**config.mk**
```make
export PLATFORM = sky130hd
export DESIGN_NAME = booth_encoder_r4_flat
export DESIGN_NICKNAME = d
export VERILOG_FILES = /design/src/rtl/booth_encoder_r4_if.sv /design/src/rtl/booth_encoder_r4.sv /design/src/flat_wrapper.sv
export SDC_FILE = /design/constraint.sdc
export NUM_CORES = 1
export LEC_CHECK = 0
export CAP_MARGIN = 25
export CORE_MARGIN = 2
export CORE_UTILIZATION = 45
export CTS_BUF_LIST = sky130_fd_sc_hd__clkbuf_2 sky130_fd_sc_hd__clkbuf_4 sky130_fd_sc_hd__clkbuf_8
export DETAILED_ROUTE_END_ITERATION = 7
export HOLD_SLACK_MARGIN = 0.12
export PLACE_DENSITY = 0.78
export RECOVER_POWER = 25
export SYNTH_ARGS = -nofsm -noshare
export SYNTH_HDL_FRONTEND = slang
export SYNTH_SLANG_ARGS = --single-unit
```
**constraint.sdc**
```tcl
create_clock -name clk -period 2.9 [get_ports clk]
set_clock_uncertainty 0.05 [all_clocks]
set_input_delay 0.725 -clock clk [delete_from_list [all_inputs] [get_ports clk]]
set_output_delay 0.725 -clock clk [all_outputs]
set_load 0.02 [all_outputs]
```
**src/rtl/booth_encoder_r4_if.sv**
```systemverilog
// Bus bundle for one radix-4 Booth partial-product row.
// Handshake: valid-only, no backpressure. The producer asserts in_valid for
// exactly the cycles whose x/operand must be captured, and every such cycle is
// accepted. out_valid pulses for one cycle after each accepted input.
interface booth_encoder_r4_if #(
  parameter int XW = 8,
  parameter int PW = 16
);
  logic          in_valid;
  logic [XW-1:0] x;
  logic [2:0]    operand;
  logic [PW-1:0] partial_p;
  logic          out_valid;
  logic          neg;
  logic          two;
  logic          zero;

  // Producer side: drives the triplet and multiplicand, observes the row.
  modport master (
    output in_valid, x, operand,
    input  partial_p, out_valid, neg, two, zero
  );

  // Encoder side: consumes the triplet and multiplicand, drives the row.
  modport slave (
    input  in_valid, x, operand,
    output partial_p, out_valid, neg, two, zero
  );
endinterface

```
**src/rtl/booth_encoder_r4.sv**
```systemverilog
// Registered radix-4 Booth partial-product generator. One Booth triplet and a
// signed multiplicand produce a sign-extended partial product of 0, +-x or
// +-2x, with the decoded neg/two/zero flags registered alongside it.
module booth_encoder_r4 #(
  parameter int XW = 8,
  parameter int PW = 16
) (
  input  logic                clk,
  input  logic                rst_n,
  booth_encoder_r4_if.slave   bus
);

  logic [PW-1:0] x_ext;
  logic [PW-1:0] x_dbl;
  logic [PW-1:0] mag;
  logic [PW-1:0] pp_d;
  logic          neg_d;
  logic          two_d;
  logic          zero_d;

  // Decode the triplet into Booth control flags. 111 is a zero row, not a
  // negated one, so it must not set neg.
  always_comb begin
    neg_d  = 1'b0;
    two_d  = 1'b0;
    zero_d = 1'b0;
    case (bus.operand)
      3'b000:  zero_d = 1'b1;
      3'b011:  two_d  = 1'b1;
      3'b100:  begin neg_d = 1'b1; two_d = 1'b1; end
      3'b101:  neg_d  = 1'b1;
      3'b110:  neg_d  = 1'b1;
      3'b111:  zero_d = 1'b1;
      default: ;
    endcase
  end

  // Build the partial product at full PW width so -(-128) and -2*(-128)
  // are exact; zero rows bypass the negator so 111 yields a clean 0.
  always_comb begin
    x_ext = {{(PW-XW){bus.x[XW-1]}}, bus.x};
    x_dbl = x_ext << 1;
    mag   = two_d ? x_dbl : x_ext;
    if (zero_d) begin
      pp_d = '0;
    end else if (neg_d) begin
      pp_d = ~mag + {{(PW-1){1'b0}}, 1'b1};
    end else begin
      pp_d = mag;
    end
  end

  // Capture the row on a valid input; otherwise hold it and drop out_valid.
  always_ff @(posedge clk) begin
    if (!rst_n) begin
      bus.partial_p <= '0;
      bus.out_valid <= 1'b0;
      bus.neg       <= 1'b0;
      bus.two       <= 1'b0;
      bus.zero      <= 1'b1;
    end else begin
      bus.out_valid <= bus.in_valid;
      if (bus.in_valid) begin
        bus.partial_p <= pp_d;
        bus.neg       <= neg_d;
        bus.two       <= two_d;
        bus.zero      <= zero_d;
      end
    end
  end

endmodule

```
**src/flat_wrapper.sv**
```systemverilog
// flat-port wrapper written by rule: the top's interface ports become plain ports
module booth_encoder_r4_flat 
#(
  parameter int XW = 8,
  parameter int PW = 16
)
  (clk, rst_n, bus_in_valid, bus_x, bus_operand, bus_partial_p, bus_out_valid, bus_neg, bus_two, bus_zero);
  booth_encoder_r4_if #(.XW(XW), .PW(PW)) bus_i ();
  input  logic clk;
  input  logic rst_n;
  input wire logic [$bits(bus_i.in_valid)-1:0] bus_in_valid;
  input wire logic [$bits(bus_i.x)-1:0] bus_x;
  input wire logic [$bits(bus_i.operand)-1:0] bus_operand;
  output wire logic [$bits(bus_i.partial_p)-1:0] bus_partial_p;
  output wire logic [$bits(bus_i.out_valid)-1:0] bus_out_valid;
  output wire logic [$bits(bus_i.neg)-1:0] bus_neg;
  output wire logic [$bits(bus_i.two)-1:0] bus_two;
  output wire logic [$bits(bus_i.zero)-1:0] bus_zero;
  assign bus_i.in_valid = bus_in_valid;
  assign bus_i.x = bus_x;
  assign bus_i.operand = bus_operand;
  assign bus_partial_p = bus_i.partial_p;
  assign bus_out_valid = bus_i.out_valid;
  assign bus_neg = bus_i.neg;
  assign bus_two = bus_i.two;
  assign bus_zero = bus_i.zero;
  booth_encoder_r4 #(.XW(XW), .PW(PW)) u_core (.clk(clk), .rst_n(rst_n), .bus(bus_i));
endmodule
```
==> results.md <==
* PortBufs at 33
* Ys async rst share at 0%
* Post-route ant nets at 0
* Largest stage delay, worst path at 0.50 ns
* Antenna fix cells at 0
* Ys flop type: dfxtp_1
* Met2 Resource Use GR at 34.65%
* H-tree levels at 1
* CP startpoint: bus_operand[2]
* Leak at 0.7174 nW
* PD cells at 421.1 mW/mm^2
* Min-Delay Path Class: reg2reg
* Drt pass-1 iters at 4
* Syn-to-layout area delta at 40.47%
* Start of the worst register-to-register path: u_core.bus.partial_p[11]
* Synthesized netlist cell count at 159
* HPWL Detailed at 2474 um
* Post-layout util at 65.45%
* Post-layout power at 0.7534 mW
* Antenna violations before repair at 0
* Status: completed
* Worst-Skew Late Latency at 0.29 ns
* Die Area at 0.003272 sq mm
* Vias in the first global route at 1239
* # clock sinks at 20
* Syn Nets at 174
* Yosys cell types at 40
* Register bit total from synthesis at 20
* Root Buffer: clkbuf_4
* Warnings, synthesis at 0
* GRT Overall Usage at 20.35%
* Detailed Route Iter0 Violations at 42
* CTS tree: built
* Critical path cell sequence: clkdlybuf4s50_1 -> and3b_1 -> or2_1 -> o221ai_2 -> ha_2 -> nand2b_1 -> a21oi_2 -> nand4b_1 -> o211a_1 -> buf_4 -> a21o_1
* Post-Syn Area at 0.001274 sq mm
* Routed wire length at 3147 um
* # nets final at 218
* GR Overflow Total at 0
* Max frequency at 358.5 MHz
* Hold Startpoint: u_core.bus.partial_p[6]
* Avg Inst Size Synth at 8.011 sq um
* Max cap viols at 0
* Row cnt at 19
* Switching share of power at 27.52%
* Net Sw Power at 0.2073 mW
* Setup TNS at 0 ns
* Reg power frac at 40.3%
* Core area at 0.002734 sq mm
* Startpoint types: input pin
* Critical path required time at 3.05 ns
* Slowest CP cell: clkdlybuf4s50_1
* GR peak layer: met2
* Number of fill cells in the layout at 234
* Num ports at 34
* Met3 Usage GRT at 1.814%
* Fin crit share at 96.19%
* EDFF count, synth at 0
* Cell-internal power at 0.5461 mW
* Global-route wire length before repair at 5382 um
* Fraction of layout cells with a size suffix above 1 at 15.84%
* CP max FO at 4
* Final routed DRC violation total at 0
* Hold Fails Final Rpt at 0
* Final setup vio count at 0
* Crit path DAT at 2.94 ns
* Die Width at 57.20 um
* Wire length per cell at 13.51 um
* CTS Hold Bufs at 0
* Clock Power Share at 29.2%
* CTS Buffer Depth at 2
* TritonCTS Buffers at 3
* Die height at 57.20 um
* Final slew viol count at 0
* Multi-input gate area in the final layout at 802.0 sq um
* Clk slew on worst S/H paths at 0.11 ns
* Actual slew at the worst max-slew pin at 0.5895 ns
* Met1 usage at 25.81%
* Largest net degree at the start of global routing at 18
* Via density per instance at 5.811
* Hold slack at 0.4167 ns
* Via Count at 1354
* Worst setup path category: in2reg
* Minimum clock period at 2.789 ns
* CP Capture Type: flip-flop
* Initial Util at 46.59%
* Part of the power in combinational logic at 30.5%
* Sequential area share after synthesis at 31.43%
* Slew headroom at 60.62%
* Worst vdd ir at 0.2943 mV
* Gp weighted congestion at 0.8456
* Register Area at 400.4 sq um
==> cell usage after synthesis, types with 2 or more instances <==
master / n / area [sq um]
nand2_1: 16 / 60.06
a21boi_0: 2 / 15.01
nor3_1: 2 / 10.01
nor3b_1: 6 / 45.04
nand2b_1: 5 / 31.28
xor2_1: 5 / 43.79
o211a_1: 2 / 20.02
a21oi_1: 5 / 25.02
a41oi_1: 2 / 17.52
a21boi_1: 4 / 30.03
a31oi_1: 2 / 12.51
o21ai_0: 24 / 120.1
inv_1: 3 / 11.26
clkbuf_1: 7 / 26.28
o32a_1: 4 / 40.04
buf_6: 3 / 33.78
a211o_1: 2 / 17.52
dfxtp_1: 20 / 400.4
xnor2_1: 3 / 26.28
o221ai_1: 8 / 70.07
buf_2: 2 / 10.01
buf_1: 2 / 7.510
nand3_1: 3 / 15.01
nor2_1: 7 / 26.28
a21o_1: 3 / 22.52
nor2b_1: 3 / 18.77
==> worst paths after layout <==
path                            slack (ns)                        to  cells after the start
worst max-delay path                  0.11  u_core.bus.partial_p[14]                     11
worst min-delay path                  0.42   u_core.bus.partial_p[6]                      2
worst max register to register        2.16  u_core.bus.partial_p[11]                      2
worst min register to register        0.42   u_core.bus.partial_p[6]                      2
==> routing by layer <==
layer	share of wire (%)	routed length, um
met1	43	1357
met2	51	1595
met3	4.6	144
met4	1.6	51
met5	0	0
==> cells by family (layout without fill, tap and decap cells) <==
family                   count (synthesis)  count (layout)  synth area share (%)
adder cells (fa/ha/maj)                  1               1                0.9822
flip-flops                              20              20                 31.43
AND/OR/NAND/NOR                         49              49                 20.73
buffers and inverters                   18              61                 7.367
XOR/XNOR                                 8               8                 5.501
AO/OA/AOI/OAI                           63              63                 33.99
==> through the flow <==
step                      std cells  setup WS [ns]  area [sq um]
after floorplan                 159        0.01528          1282
after global placement          228        -0.1976          1719
after detailed placement        228        -0.2735          1719
after CTS                       232        0.05250          1772
after global routing            233      -0.003549          1789
final                           233         0.1106          1789
==> state kept, by name, summed over array words and instances (netlist names) <==
name / count
u_core.bus.zero: 1
u_core.bus.partial_p: 16
u_core.bus.neg: 1
u_core.bus.out_valid: 1
u_core.bus.two: 1
==> critical path: cells and delay by family <==
| kind | cells | cell delay [ns] |
|---|---|---|
| buf+inv | 2 | 0.64 |
| simple gates | 4 | 0.65 |
| compound gates | 4 | 0.71 |
| fa+ha+maj | 1 | 0.22 |
==> cell usage in the layout (no fill, tap or decap), drive strengths merged, types with 3 or more instances in the layout <==
| master | n |
|---|---|
| clkdlybuf4s50 | 28 |
| o21ai | 24 |
| buf | 20 |
| dfxtp | 20 |
| nand2 | 16 |
| o221ai | 8 |
| nor2 | 7 |
| nor3b | 7 |
| a21oi | 6 |
| a21boi | 6 |
| nand2b | 5 |
| xor2 | 5 |
| dlygate4sd3 | 5 |
| o32a | 4 |
| clkbuf | 4 |
| nor2b | 3 |
| inv | 3 |
| nand3 | 3 |
| a21o | 3 |
| xnor2 | 3 |
==> power groups by stage <==
stage / registers (mW) / clock network [mW] / logic, mW
2_1_floorplan: 0.334 / 0 / 0.105
5_1_grt: 0.306 / 0.238 / 0.250
3_3_place_gp: 0.309 / 0 / 0.224
6_report: 0.303 / 0.220 / 0.230
4_1_cts: 0.304 / 0.227 / 0.229
3_5_place_dp: 0.310 / 0 / 0.229
==> repair_timing <==
| action | in CTS | in global routing |
|---|---|---|
| endpoints found under the setup margin | 0 | 2 |
| buffers inserted | 0 | 1 |
| gates resized for setup | 0 | 3 |
==> cell type report <==
class | count | area share [%]
multi-input combinational | 121 | 44.83
timing repair buffer | 54 | 27.06
sequential | 20 | 22.38
tap | 31 | 2.168
clock inverter | 1 | 1.678
clock buffer | 3 | 1.259
inverter | 3 | 0.6294
Note: power is estimated with default switching activity, not from simulation.
